**config.mk**
```make
export PLATFORM = sky130hd
export DESIGN_NAME = mult_div_unit
export DESIGN_NICKNAME = d
export VERILOG_FILES = /design/src/rtl/mult_div_unit.sv
export SDC_FILE = /design/constraint.sdc
export NUM_CORES = 1
export LEC_CHECK = 0
export CELL_PAD_IN_SITES_DETAIL_PLACEMENT = 1
export CELL_PAD_IN_SITES_GLOBAL_PLACEMENT = 2
export CORE_ASPECT_RATIO = 0.7
export CORE_MARGIN = 2
export CORE_UTILIZATION = 30
export DETAILED_ROUTE_END_ITERATION = 10
export PLACE_DENSITY_LB_ADDON = 0.3
export SLEW_MARGIN = 20
export SYNTH_ARGS = -nofsm -noshare
export SYNTH_HDL_FRONTEND = slang
export SYNTH_SLANG_ARGS = --single-unit
```
**constraint.sdc**
```tcl
create_clock -name clk -period 16.97 [get_ports clk]
set_input_delay 2.5455 -clock clk [delete_from_list [all_inputs] [get_ports clk]]
set_output_delay 2.5455 -clock clk [all_outputs]
set_load 0.05 [all_outputs]
```
**src/rtl/mult_div_unit.sv**
```systemverilog
// Iterative multiply/divide unit for the EX stage. It owns the HI/LO registers and
// processes one operand bit per cycle: shift-add for multiply, restoring subtract for divide.
`timescale 1ns/1ps
module mult_div_unit #(
  parameter int         WIDTH    = 32,
  parameter logic [4:0] MULT_OP  = 5'b00110,
  parameter logic [4:0] MULTU_OP = 5'b00111,
  parameter logic [4:0] DIV_OP   = 5'b01000,
  parameter logic [4:0] DIVU_OP  = 5'b01001
) (
  input  logic             clk,
  input  logic             rst,
  input  logic             start,
  input  logic [4:0]       alu_ctrl_out,
  input  logic [WIDTH-1:0] op1,
  input  logic [WIDTH-1:0] op2,
  input  logic             flush,
  output logic             busy,
  output logic             done,
  output logic [WIDTH-1:0] hi,
  output logic [WIDTH-1:0] lo,
  output logic             divideZero
);

  localparam int CW = $clog2(WIDTH);

  typedef enum logic [1:0] {IDLE, CALC, FIX, DONE} state_t;

  state_t           state;
  logic [CW-1:0]    count;
  logic             is_div;
  logic             neg_q;
  logic             neg_r;
  logic [WIDTH-1:0] mag_b;
  logic [WIDTH-1:0] acc_hi;
  logic [WIDTH-1:0] acc_lo;

  logic             is_mult_code;
  logic             is_div_code;
  logic             is_signed_code;
  logic             accept;
  logic             op1_neg;
  logic             op2_neg;
  logic [WIDTH-1:0] op1_mag;
  logic [WIDTH-1:0] op2_mag;
  logic [WIDTH:0]   mul_sum;
  logic [WIDTH:0]   div_shift;
  logic             div_fits;
  logic [2*WIDTH-1:0] prod_fixed;
  logic [WIDTH-1:0] quo_fixed;
  logic [WIDTH-1:0] rem_fixed;

  // Magnitudes are taken as unsigned WIDTH-bit values, so the most negative operand stays exact.
  always_comb begin
    is_mult_code   = (alu_ctrl_out == MULT_OP) || (alu_ctrl_out == MULTU_OP);
    is_div_code    = (alu_ctrl_out == DIV_OP)  || (alu_ctrl_out == DIVU_OP);
    is_signed_code = (alu_ctrl_out == MULT_OP) || (alu_ctrl_out == DIV_OP);
    accept         = start && ((state == IDLE) || (state == DONE)) && (is_mult_code || is_div_code);
    op1_neg        = is_signed_code && op1[WIDTH-1];
    op2_neg        = is_signed_code && op2[WIDTH-1];
    op1_mag        = op1_neg ? (~op1 + 1'b1) : op1;
    op2_mag        = op2_neg ? (~op2 + 1'b1) : op2;
  end

  always_comb begin
    mul_sum    = {1'b0, acc_hi} + (acc_lo[0] ? {1'b0, mag_b} : '0);
    div_shift  = {acc_hi, acc_lo[WIDTH-1]};
    div_fits   = (div_shift >= {1'b0, mag_b});
    prod_fixed = neg_q ? (~{acc_hi, acc_lo} + 1'b1) : {acc_hi, acc_lo};
    quo_fixed  = neg_q ? (~acc_lo + 1'b1) : acc_lo;
    rem_fixed  = neg_r ? (~acc_hi + 1'b1) : acc_hi;
  end

  always_ff @(posedge clk or posedge rst) begin
    if (rst) begin
      state      <= IDLE;
      count      <= '0;
      is_div     <= 1'b0;
      neg_q      <= 1'b0;
      neg_r      <= 1'b0;
      mag_b      <= '0;
      acc_hi     <= '0;
      acc_lo     <= '0;
      busy       <= 1'b0;
      done       <= 1'b0;
      hi         <= '0;
      lo         <= '0;
      divideZero <= 1'b0;
    end else begin
      done <= 1'b0;
      case (state)
        IDLE, DONE: begin
          if (accept) begin
            divideZero <= 1'b0;
            is_div     <= is_div_code;
            neg_q      <= op1_neg ^ op2_neg;
            neg_r      <= op1_neg;
            count      <= '0;
            acc_hi     <= '0;
            acc_lo     <= is_div_code ? op1_mag : op2_mag;
            mag_b      <= is_div_code ? op2_mag : op1_mag;
            // A zero divisor skips the iteration entirely and leaves HI/LO untouched.
            if (is_div_code && (op2 == '0)) begin
              state      <= DONE;
              done       <= 1'b1;
              divideZero <= 1'b1;
            end else begin
              state <= CALC;
              busy  <= 1'b1;
            end
          end else begin
            state <= IDLE;
          end
        end
        CALC: begin
          if (flush) begin
            state <= IDLE;
            busy  <= 1'b0;
          end else begin
            if (is_div) begin
              acc_hi <= div_fits ? WIDTH'(div_shift - {1'b0, mag_b}) : div_shift[WIDTH-1:0];
              acc_lo <= {acc_lo[WIDTH-2:0], div_fits};
            end else begin
              acc_hi <= mul_sum[WIDTH:1];
              acc_lo <= {mul_sum[0], acc_lo[WIDTH-1:1]};
            end
            count <= count + 1'b1;
            if (count == CW'(WIDTH-1)) state <= FIX;
          end
        end
        FIX: begin
          if (flush) begin
            state <= IDLE;
            busy  <= 1'b0;
          end else begin
            state <= DONE;
            busy  <= 1'b0;
            done  <= 1'b1;
            if (is_div) begin
              hi <= rem_fixed;
              lo <= quo_fixed;
            end else begin
              {hi, lo} <= prod_fixed;
            end
          end
        end
        default: state <= IDLE;
      endcase
    end
  end

endmodule

```
After elaboration in Yosys (flattened, before gate mapping):

Cells that the tools add are included.
W data, S select, Z words.

* add/subtract/negate cells: 8
* order comparisons: 1
* equal/unequal tests: 13
* multiplexer cells: 36
* bitwise gates (word level): 7
* reduce and logical (&&, ||, !) cells: 18

Operators with widths (number)
* $mux W32: 16
* $add A32 B1 Y32 const B: 4
* $not A32 Y32: 4
* $pmux W32 S2: 2
* $add A64 B1 Y64 const B: 1
* $mux W64: 1
* $not A64 Y64: 1
* $add A32 B32 Y33: 1
* $ge A33 B32 Y1: 1
* $logic_not A32 Y1: 1
* $sub A32 B32 Y32: 1
* $eq A5 B3 Y1 const B: 2
* $eq A5 B4 Y1 const B: 2
* $mux W2: 5
* $mux W5: 2
* $pmux W5 S2: 1
* $ne A2 B2 Y1 const B: 4
* $mux W1: 6
* $pmux W2 S3: 1
* $reduce_and A3 Y1: 2
* $add A5 B1 Y5 const B: 1
* $eq A5 B5 Y1 const B: 1
* $logic_and A1 B1 Y1: 5
* $logic_or A1 B1 Y1: 5
* other kinds (11): 13

* bits in registers: 173
* output and inout port bits: 67
* logic and storage cells: 96

Longest topological paths before layout:

Gate-level depths: netlist of the first run.

* depth in word-level cells: 7
* gate-level depth with buffers: 15
* mapped depth without buffers: 13

Least setup slack after synthesis of the first run:

No wires, ideal clock.

* path kind: in2reg
* start: input port alu_ctrl_out[2]
* end: register acc_lo[25]
* setup time: 0.069 ns
* arrival: 4.795 ns
* required time: 16.901 ns
* path slack: 12.106 ns
* cell stages on the path: 11
* path through: or3b_2 > and2_1 > or3_1 > clkbuf_1 > nand2_1 > and2_1 > clkbuf_1 > clkbuf_1 > clkbuf_1 > nand3_1 > nand3_1

* longest elaborated chain between the ends: 7
* elaborated cells between the ends (all ways): 18
* those cells by class: 5 x eq/ne; 5 x mux; 8 x reduce/logical

Ends and longest elaborated chain
* from (decl): RTL line 14 `input logic [4:0] alu_ctrl_out,`
* $eq A5 B3 Y1 / $eq A5 B4 Y1 (equally long branches): RTL line 55, 57, 56
* $logic_or A1 B1 Y1: RTL line 57 `is_signed_code = (alu_ctrl_out == MULT_OP) || (alu_ctrl_out == DIV_OP);`
* $logic_and A1 B1 Y1, on equally long branches: RTL line 60, 59
* $mux W32, on equally long branches: RTL line 62, 61
* $mux W32: RTL line 100 `acc_lo <= is_div_code ? op1_mag : op2_mag;`
* $mux W32: RTL line 93 `if (accept) begin`
* $pmux W32 S2: RTL line 91 `case (state)`
* to (signal assigned): RTL line 100
* to (signal assigned): RTL line 122 `acc_lo <= {acc_lo[WIDTH-2:0], div_fits};`
* to (signal assigned): RTL line 125 `acc_lo <= {mul_sum[0], acc_lo[WIDTH-1:1]};`
* to (decl): RTL line 36 `logic [WIDTH-1:0] acc_lo;`

Parallel ways exist; a longest one is shown, timed or not. The select of a mux whose other input is x is not followed.
A chain may end at the register's enable or synchronous reset.

Worst setup path after layout of the first run:

* start: input port op1[8]
* end: register acc_lo[19]

* longest elaborated chain between the ends: 6

Ends and longest elaborated chain
* from (decl): RTL line 15 `input logic [WIDTH-1:0] op1,`
* $not A32 Y32: RTL line 61 `op1_mag = op1_neg ? (~op1 + 1'b1) : op1;`
* $add A32 B1 Y32: RTL line 61
* $mux W32: RTL line 61
* $mux W32: RTL line 100
* $mux W32: RTL line 93
* $pmux W32 S2: RTL line 91

No other way between the ends. The select of a mux whose other input is x is not followed.

==> impl_results.md, run 1 <==
* Vias/cell at 5.59
* PwrDens at 94.8 nW/um^2
* Crit-path cells: clkdlybuf4s50_1, or4_1, nor4_1, nand3b_1, o31ai_1, xnor2_1, nor2_1, a211oi_1, a21oi_1, a21oi_1
* Largest net degree at the start of global routing at 131
* Number of CTS-inserted buffers at 17
* Setup crit end kind: register
* Commonest non-fill, non-tap cell in the layout: nand2_1
* Final Power at 1.64 mW
* Remaining DRCs at 0
* Most frequent cells in the layout: 205 x nand2_1, 195 x o21ai_0, 172 x dfrtp_1
* Relative slew margins at 28.4%
* Mapped Nets at 1989
* Top-area cell type share of the netlist area at 29.7%
* Clk_skew at 0.0148 ns
* Critical path startpoint: op1[8]
* RR Startpoint: acc_lo[0]
* Hold WC Path Type: reg2reg
* H-tree depth at 4
* Die height at 188 um
* CP max FO at 5
* Top_reg_cell synth: dfrtp_1
* Initial Util at 30.4%
* Hold_buf cts at 0
* Req. time, crit path at 17.35 ns
* Post-synth top area cell: dfrtp_1
* Area Growth Syn to Fin at 18.4%
* Worst-Skew Late Latency at 0.47 ns
* Ys async rst share at 100%
* Setup bufs post-CTS at 0
* Wire per inst at 22.9 um
* Arrival time at the worst endpoint at 6.11 ns
* Port Buffers at 139
* First-pass GRT wire length at 91200 um
* Register area share after synthesis at 29.7%
* Final WS setup at 11.24 ns
* Worst Setup Path Type: in2reg
* Cell variety after synth at 73
* GP Congestion at 0.866
* 1st-pass router iterations at 5
* CTS root buf: clkbuf_16
* Setup tns final at 0 ns
* RSZ-0062 raised after global routing: no
* Hold Vio Cnt, Final at 0
* Lkg Pwr at 7.01 nW
* Core box area at 48000 um^2
* Yosys warns at 0
* Die W at 268 um
* Synth Register Bits at 173
* CP max stage delay at 0.77 ns
* Share of cells above drive strength 1 at 6.60%
* Max frequency at 0.175 GHz
* Status: finished clean
* Tot GR Track Use at 23.8%
* Mapped Cells at 1842
* Antenna violations before repair at 1
* Ports at 140
* Dpl ws at 10.81 ns
* Worst-Margin Slew at 1.07 ns
* Fin. max-slew vios at 0
* Final ANT Viol Nets at 0
* Max-cap violations at 0
* Iteration-0 DRC count of the detailed router at 1173
* Filler Cells Inserted at 5804
* Post_cts resized at 0
* Remaining global-route overflow at 0
* Setup-failing EPs final at 0
* Mapped cell area at 14600 um^2
* CTS tree: yes
* Syn avg cell area at 7.92 um^2
* Slowest CP cell: nor4_1
* Post-Route WL at 59400 um
* Vias at 14515
* Detailed placer's ending HPWL at 46400 um
* Sink Count at 173
* Die Area at 50400 um^2
* Clk pin slew, worst setup/hold paths at 0.07 ns
* Most used cell, CP: a21oi_1
* Min-delay src: lo[21]
* Site row count at 67
* Tcrit/Tclk final at 33.8%
* Number of global-route vias before repair at 14475
* Peak supply drop at 0.0000539 V
* Max Root-Sink Buffers at 2
* Post-synth EDFFs at 0
* Min Tclk post-route at 5.73 ns
* Startpoint types: primary input
* Main area contributors after synthesis: dfrtp_1 30%, o21ai_0 6.7%, ha_1 6.2%
* # nets final at 2073
[state kept, by name, summed over array words and instances, names as in the netlist]
name        flops
count           5
acc_hi         32
neg_q           1
mag_b          32
done            1
lo             32
acc_lo         32
is_div          1
divideZero      1
state           2
hi             32
neg_r           1
busy            1
[per-stage QoR]
| stage | utilization [%] | instance area (um^2) | hold WS [ns] | instances |
|---|---|---|---|---|
| floorplan | - | 14600 | 0.445 | 1842 |
| global placement | 34.7 | 16600 | 0.457 | 2561 |
| detailed placement | 34.7 | 16600 | 0.472 | 2561 |
| CTS | 36.0 | 17200 | 0.488 | 2593 |
| global route | 36.0 | 17300 | 0.516 | 2594 |
| finish | 36.0 | 17300 | 0.481 | 2595 |
[final timing paths]
| path | endpoint | slack (ns) | depth (start not counted) |
|---|---|---|---|
| max in group asynchronous | acc_hi[17] | 13.18 | 3 |
| max | acc_lo[19] | 11.24 | 10 |
| min in group asynchronous | lo[19] | 2.44 | 2 |
| min reg2reg | lo[21] | 0.48 | 2 |
| min | lo[21] | 0.48 | 2 |
| max reg2reg | acc_hi[30] | 12.63 | 13 |
[cells in the mapped netlist, drive strengths merged (4+ instances only)]
library cell,instances
a31o,4
a21oi,160
nand3,40
nand3b,4
or3,19
a211oi,38
nor3,30
o31ai,19
o22ai,7
a21boi,4
mux2i,23
o21bai,9
o21a,8
nand4,9
xnor2,97
o2111ai,4
a21o,22
o21ai,204
ha,72
mux2,32
clkbuf,90
or4,15
o41ai,17
inv,66
a22oi,25
o221ai,16
nand2b,18
nor4,22
nand2,205
a31oi,12
nor2,163
buf,9
a221o,4
o211ai,20
xor2,81
dfrtp,173
and3,18
nor2b,14
or2,9
and2,16
a311oi,4
[metal layers]
metal / routed length, um / global-route usage (%)
met5: 0 / 0
met4: 807 / 4.60
met3: 4050 / 4.98
met2: 22900 / 32.0
met1: 31600 / 38.0
[worst max-delay path: cells and delay by family]
| family | cells | cell delay (ns) |
|---|---|---|
| AOI/OAI and AO/OA | 4 | 1.08 |
| and+or+nand+nor | 4 | 1.83 |
| buffers and inverters | 1 | 0.47 |
| xor gates and xnor gates | 1 | 0.18 |
[cells by family after synthesis]
group | Yosys count | share of synthesized area [%]
DFF | 173 | 29.7
AOI/OAI and AO/OA | 600 | 25.2
and+or+nand+nor | 595 | 19.5
muxes | 55 | 4.05
adders and majority gates | 74 | 6.45
xor gates and xnor gates | 178 | 10.7
buffers and inverters | 167 | 4.35
[power breakdown]
group	total, mW	internal, mW	switching [mW]
Sequential	0.555	0.462	0.0939
Clock	0.434	0.236	0.198
Combinational	0.647	0.250	0.398
[layout make-up]
type | count | area [um^2] | share of cell area (%)
clock inverters | 13 | 178 | 1.03
well taps | 655 | 820 | 4.74
repair buffers | 164 | 1590 | 9.21
multi-input cells | 1502 | 9660 | 55.9
inverters | 68 | 260 | 1.51
diodes | 1 | 2.50 | 0.0145
flip-flops and latches | 173 | 4330 | 25.1
clock buffers | 19 | 433 | 2.51
Note: power is estimated with default switching activity, not from simulation.
==> run 2: changes to the inputs <==
- clock period: 16.97 -> 5.85 ns (I/O delays scaled with it)
==> run 2 against run 1 <==
Effect of this change: register-to-register slack lost 11 ns; setup slack worse by 9.7 ns; die area did not move; sequential cell count did not move; largest power group unchanged; final cell count up 0.12%; highest routed layer unchanged; first-iteration DRC count increased by 0.85%; clock power grew to 2.8 times the previous value; combinational power grew to 2.9 times the previous value; sequential share of layout area is essentially flat; utilization barely moved; critical path type is now reg2reg; largest cell class unchanged; design area is essentially flat; via count increased by 0.44%.
==> impl_results.md, run 2 (same netlist as run 1, synthesis figures left out) <==
* Antenna violations before repair at 1 (unchanged)
* Min-delay src: lo[22]
* Clk_skew at 0.0133 ns (-0.00148 ns)
* Final Cell Area at 17300 um^2 (about the same)
* Number of CTS-inserted buffers at 17 (unchanged)
* Die W at 268 um (unchanged)
* Peak supply drop at 0.000189 V (+250%)
* Port Buffers at 139 (unchanged)
* Lkg Pwr at 7.00 nW (-0.19%)
* Ports at 140 (unchanged)
* Final ANT Viol Nets at 0 (unchanged)
* Remaining DRCs at 0 (unchanged)
* GP Congestion at 0.851 (-1.8%)
* # nets final at 2074 (+0.048%)
* CTS root buf: clkbuf_16
* Status: finished clean
* Min Tclk post-route at 4.33 ns
* H-tree depth at 4 (unchanged)
* Core box area at 48000 um^2 (unchanged)
* Hold WC Path Type: reg2reg
* Hold_buf cts at 0 (unchanged)
* Clk pin slew, worst setup/hold paths at 0.07 ns (about the same)
* Filler Cells Inserted at 5779 (-0.43%)
* Setup bufs post-CTS at 0 (unchanged)
* Initial Util at 30.4% (unchanged)
* Dpl ws at 1.42 ns (-9.39 ns)
* Commonest non-fill, non-tap cell in the layout: nand2_1
* Worst Setup Path Type: reg2reg
* Sink Count at 173 (unchanged)
* CTS tree: yes
* Worst R2R Path Depth at 12 (-1)
* CP max FO at 27 (+22)
* Vias/cell at 5.61 (+0.32%)
* Vias at 14579 (+0.44%)
* Most frequent cells in the layout: 205 x nand2_1, 195 x o21ai_0, 171 x dfrtp_1
* Final Power at 4.71 mW (+190%)
* Relative slew margins at 26.9% (-1.5 points)
* Worst-Margin Slew at 1.10 ns (+0.0213 ns)
* Site row count at 67 (unchanged)
* Startpoint types: register
* Setup tns final at 0 ns (unchanged)
* RR Startpoint: acc_lo[0]
* 1st-pass router iterations at 5 (unchanged)
* PwrDens at 273 nW/um^2 (+190%)
* Fraction of power consumed by the clock network at 25.7% (-0.8 points)
* Largest net degree at the start of global routing at 82 (-37%)
* Number of global-route vias before repair at 14159 (-2.2%)
* First-pass GRT wire length at 90700 um (-0.52%)
* DP Area at 16700 um^2 (+0.19%)
* Critical path startpoint: acc_lo[0]
* Remaining global-route overflow at 0 (unchanged)
* RSZ-0062 raised after global routing: no
* Tot GR Track Use at 23.7% (-0.038 points)
* Die Area at 50400 um^2 (unchanged)
* Part of the power in combinational logic at 39.9% (+0.4 points)
* Area Growth Syn to Fin at 18.4% (about the same)
* Sequential Power Share at 34.3% (+0.4 points)
* Max Root-Sink Buffers at 2 (unchanged)
* Max frequency at 0.231 GHz
* Internal power at 2.69 mW (+180%)
* Setup-failing EPs final at 0 (unchanged)
* Detailed placer's ending HPWL at 46900 um (+1.0%)
* Switching Share at 42.9% (+0.81 points)
* Fin. max-slew vios at 0 (unchanged)
* Arrival time at the worst endpoint at 4.67 ns (-1.44 ns)
* Tcrit/Tclk final at 74.0%
* P_sw at 2.02 mW (+190%)
* Die height at 188 um (unchanged)
* Hold Vio Cnt, Final at 0 (unchanged)
* Max-cap violations at 0 (unchanged)
* Post_cts resized at 0 (unchanged)
* Final WS setup at 1.52 ns (-9.72 ns)
* Setup crit end kind: register
* Min Hold Slack at 0.479 ns (-0.00129 ns)
* Share of cells above drive strength 1 at 6.80% (+0.20 points)
* Post-Route WL at 59600 um (+0.32%)
* Iteration-0 DRC count of the detailed router at 1183 (+0.85%)
* Wire per inst at 22.9 um (+0.21%)
* Worst-Skew Late Latency at 0.47 ns (about the same)
* Req. time, crit path at 6.19 ns (-11.16 ns)
* Hold path depth at 2 (unchanged)
==> run 2: power by group through the flow <==
| stage | sequential (mW) | clock (mW) | combinational (mW) |
|---|---|---|---|
| 2_1_floorplan | 1.52 | 0 | 1.28 |
| 3_3_place_gp | 1.62 | 0 | 1.83 |
| 3_5_place_dp | 1.63 | 0 | 1.86 |
| 4_1_cts | 1.60 | 1.23 | 1.87 |
| 5_1_grt | 1.64 | 1.29 | 2.06 |
| 6_report | 1.62 | 1.21 | 1.88 |
==> run 2: worst paths after layout <==
check / end / slack (ns)
worst max-delay path: acc_hi[30] / 1.52
worst min-delay path: lo[22] / 0.48
worst max register to register: acc_hi[30] / 1.52
worst min register to register: lo[22] / 0.48
max in group asynchronous: hi[13] / 3.95
min in group asynchronous: lo[16] / 0.89
==> run 2: worst max-delay path, stage by stage (launching register included) <==
cell and delay, ns:
dfrtp_1 0.42, clkinv_1 0.30, buf_4 0.35, nor2_1 0.13
ha_1 0.33, a21o_1 0.25, a211oi_1 0.53, o211a_1 0.35
o21ai_0 0.22, a21boi_0 0.54, o31ai_1 0.25, xor2_1 0.19
a221o_1 0.34
==> run 2: layout make-up <==
class / instances / area, um^2 / area share, %
Multi-Input combinational cell: 1502 / 9660 / 55.9
Sequential cell: 173 / 4330 / 25.1
Timing Repair Buffer: 165 / 1600 / 9.26
Tap cell: 655 / 820 / 4.74
Clock buffer: 19 / 443 / 2.56
Inverter: 68 / 260 / 1.51
Clock inverter: 13 / 150 / 0.869
Antenna cell: 3 / 7.51 / 0.0435
==> run 2: metal layers <==
| layer | part of all wire (%) | vias to the layer above | global-route usage [%] |
|---|---|---|---|
| met2 | 38 | 449 | 31.3 |
| li1 | - | 6833 | - |
| met1 | 53 | 7261 | 38.2 |
| met3 | 8.0 | 36 | 5.72 |
| met5 | 0 | - | 0 |
| met4 | 1.2 | 0 | 4.08 |
==> run 2: metrics by stage <==
step	std cells	utilization, %
2_1_floorplan	1842	-
3_3_place_gp	2563	34.8
3_5_place_dp	2563	34.8
4_1_cts	2595	36.0
5_1_grt	2595	36.0
6_report	2598	36.0
==> run 3: changes to the inputs <==
- clock period: 5.85 -> 3.65 ns (I/O delays scaled with it)
==> run 3 against run 2 <==
Effect of this change: maximum frequency rose by 23%; routed wire length is 5.5% higher; global-route usage increased by 1.2 points; hold slack worse by 0.045 ns; setup slack got worse by 1.4 ns; critical path depth up 4; sequential cell count unchanged; highest routed layer unchanged.
==> impl_results.md, run 3 (same netlist as run 1, synthesis figures left out) <==
* Sequential Power Share at 30.8% (-3.5 points)
* CP max stage delay at 0.40 ns (-0.14 ns)
* Part of the power in combinational logic at 44.2% (+4.3 points)
* Max Root-Sink Buffers at 2 (unchanged)
* Ant diodes at 0 (-3)
* Ports at 140 (unchanged)
* Register area at 4330 um^2 (about the same)
* Worst-Margin Slew at 1.15 ns (+0.0543 ns)
* Die Area at 50400 um^2 (unchanged)
* Req. time, crit path at 4.00 ns (-2.19 ns)
* Tcrit/Tclk final at 96.3% (+22 points)
* Crit path buf inv count at 5 (+3)
* Setup crit end kind: register
* H-tree depth at 4 (unchanged)
* Setup tns final at 0 ns (unchanged)
* Iteration-0 DRC count of the detailed router at 1351 (+14%)
* Initial Util at 30.4% (unchanged)
* Largest net degree at the start of global routing at 74 (-9.8%)
* Dpl ws at 0.0761 ns (-1.34 ns)
* Area Growth Syn to Fin at 27.6%
* First-pass GRT wire length at 95200 um (+4.9%)
* Site row count at 67 (unchanged)
* RSZ-0062 raised after global routing: no
* Fraction of power consumed by the clock network at 25.0% (-0.7 points)
* Relative slew margins at 22.6% (-4.2 points)
* Vias/cell at 5.51 (-1.8%)
* Final Non-Filler Cells at 2760 (+6.2%)
* Switching Share at 42.7% (-0.21 points)
* Wire per inst at 22.8 um (-0.67%)
* Antenna violations before repair at 0 (-1)
* Number of CTS-inserted buffers at 17 (unchanged)
* Sink Count at 173 (unchanged)
* GP Congestion at 0.907 (+6.6%)
* Startpoint types: register
* Worst Setup Path Type: reg2reg
* Final Power at 8.00 mW (+70%)
* Placed Cells at 2728 (+6.4%)
* Min Tclk post-route at 3.52 ns (-0.812 ns)
* Setup bufs post-CTS at 0 (unchanged)
* Peak supply drop at 0.000305 V (+61%)
* PwrDens at 429 nW/um^2 (+58%)
* Reg2Reg Setup Slack at 0.13 ns (-1.39 ns)
* Remaining global-route overflow at 0 (unchanged)
* CP delay by family, top: compound AO/OA/AOI/OAI gates
* Max frequency at 0.284 GHz (+23%)
* Die height at 188 um (unchanged)
* CTS root buf: clkbuf_16
* Status: finished clean
* Post-Route WL at 62900 um (+5.5%)
* Commonest non-fill, non-tap cell in the layout: nand2_1
* P_sw at 3.42 mW (+69%)
* Port Buffers at 139 (unchanged)
* CP max FO at 4 (-85%)
* Max-cap violations at 0 (unchanged)
* Crit-path cells: buf_4, nand2_1, inv_1, ha_1, a21oi_1, o211ai_1, a41oi_1, buf_4, o211a_1, o21ai_0, buf_4, a21boi_1, o31ai_1, buf_4, xor2_1, a221o_1
* Share of cells above drive strength 1 at 14.3% (+7.5 points)
* Multi-input gate area at 9670 um^2 (+0.14%)
* # nets final at 2239 (+8.0%)
* Clk_skew at 0.0189 ns (+0.00553 ns)
* Die W at 268 um (unchanged)
* 1st-pass router iterations at 7 (+2)
* Detailed placer's ending HPWL at 50400 um (+7.5%)
* Arrival time at the worst endpoint at 3.86 ns (-0.81 ns)
* Filler Cells Inserted at 5819 (+0.69%)
* Final ANT Viol Nets at 0 (unchanged)
* Remaining DRCs at 0 (unchanged)
* Hold Vio Cnt, Final at 0 (unchanged)
* Vias at 15209 (+4.3%)
* CTS tree: yes
* Setup-failing EPs final at 0 (unchanged)
* Clk pin slew, worst setup/hold paths at 0.09 ns (+0.02 ns)
* Lkg Pwr at 7.85 nW (+12%)
* Internal power at 4.58 mW (+70%)
* Slowest CP cell: dfrtp_1
* Worst-Skew Late Latency at 0.47 ns (about the same)
* Number of global-route vias before repair at 15014 (+6.0%)
* Final WS setup at 0.134 ns (-1.39 ns)
* Fin. max-slew vios at 0 (unchanged)
* Tot GR Track Use at 24.9% (+1.2 points)
* Most frequent cells in the layout: 205 x nand2_1, 194 x o21ai_0, 184 x buf_4
* Most used cell, CP: buf_4
* Core box area at 48000 um^2 (unchanged)
* Hold WC Path Type: in2async
==> run 3: cell types whose count changed in the layout (fill, tap and decap cells not counted), moves of 3 or more <==
| cell | delta |
|---|---|
| buf_4 | +159 |
| buf_12 | +6 |
| clkinv_8 | +4 |
| diode_2 | -3 |
==> run 3: power groups by stage <==
| stage | Clock [mW] | Combinational (mW) | Sequential [mW] |
|---|---|---|---|
| after floorplan | 0 | 2.06 | 2.44 |
| after CTS | 2.03 | 3.49 | 2.45 |
| after global routing | 2.09 | 3.84 | 2.49 |
| final | 2.00 | 3.53 | 2.46 |
| after global placement | 0 | 3.38 | 2.48 |
| after detailed placement | 0 | 3.47 | 2.49 |
==> run 3: per-stage QoR <==
| step | instance area [um^2] | utilization, % | hold slack (ns) |
|---|---|---|---|
| floorplan | 14600 | - | 0.445 |
| global placement | 18000 | 37.5 | 0.459 |
| detailed placement | 18000 | 37.5 | 0.469 |
| CTS | 18600 | 38.8 | 0.435 |
| global route | 18600 | 38.8 | 0.471 |
| finish | 18600 | 38.8 | 0.434 |
==> run 3: what timing repair did <==
action / CTS / global route
resized for setup: 0 / 8
endpoints found under the setup margin: 0 / 7
hold buffers: 0 / 0
endpoints found under the hold margin: 0 / 0
==> run 3: cell type report <==
cell class | instances | share of cell area (%)
multi-input combinational | 1502 | 52.0
sequential | 173 | 23.3
timing repair buffer | 330 | 15.6
tap | 655 | 4.40
clock buffer | 17 | 2.28
inverter | 68 | 1.39
clock inverter | 15 | 1.06
==> run 3: path summary, 6_finish.rpt <==
kind,start,end,depth (start not counted)
min in group clk,lo[5],lo[5],2
setup / recovery,acc_lo[0],acc_hi[30],16
hold / removal,rst,lo[14],2
hold reg to reg,lo[5],lo[5],2
max in group asynchronous,rst,acc_hi[23],3
setup reg to reg,acc_lo[0],acc_hi[30],16
==> run 3: metal layers <==
metal / wire, um / track usage (%)
met5: 0 / 0
met3: 4750 / 5.91
met4: 502 / 3.20
met1: 33000 / 39.7
met2: 24600 / 34.0
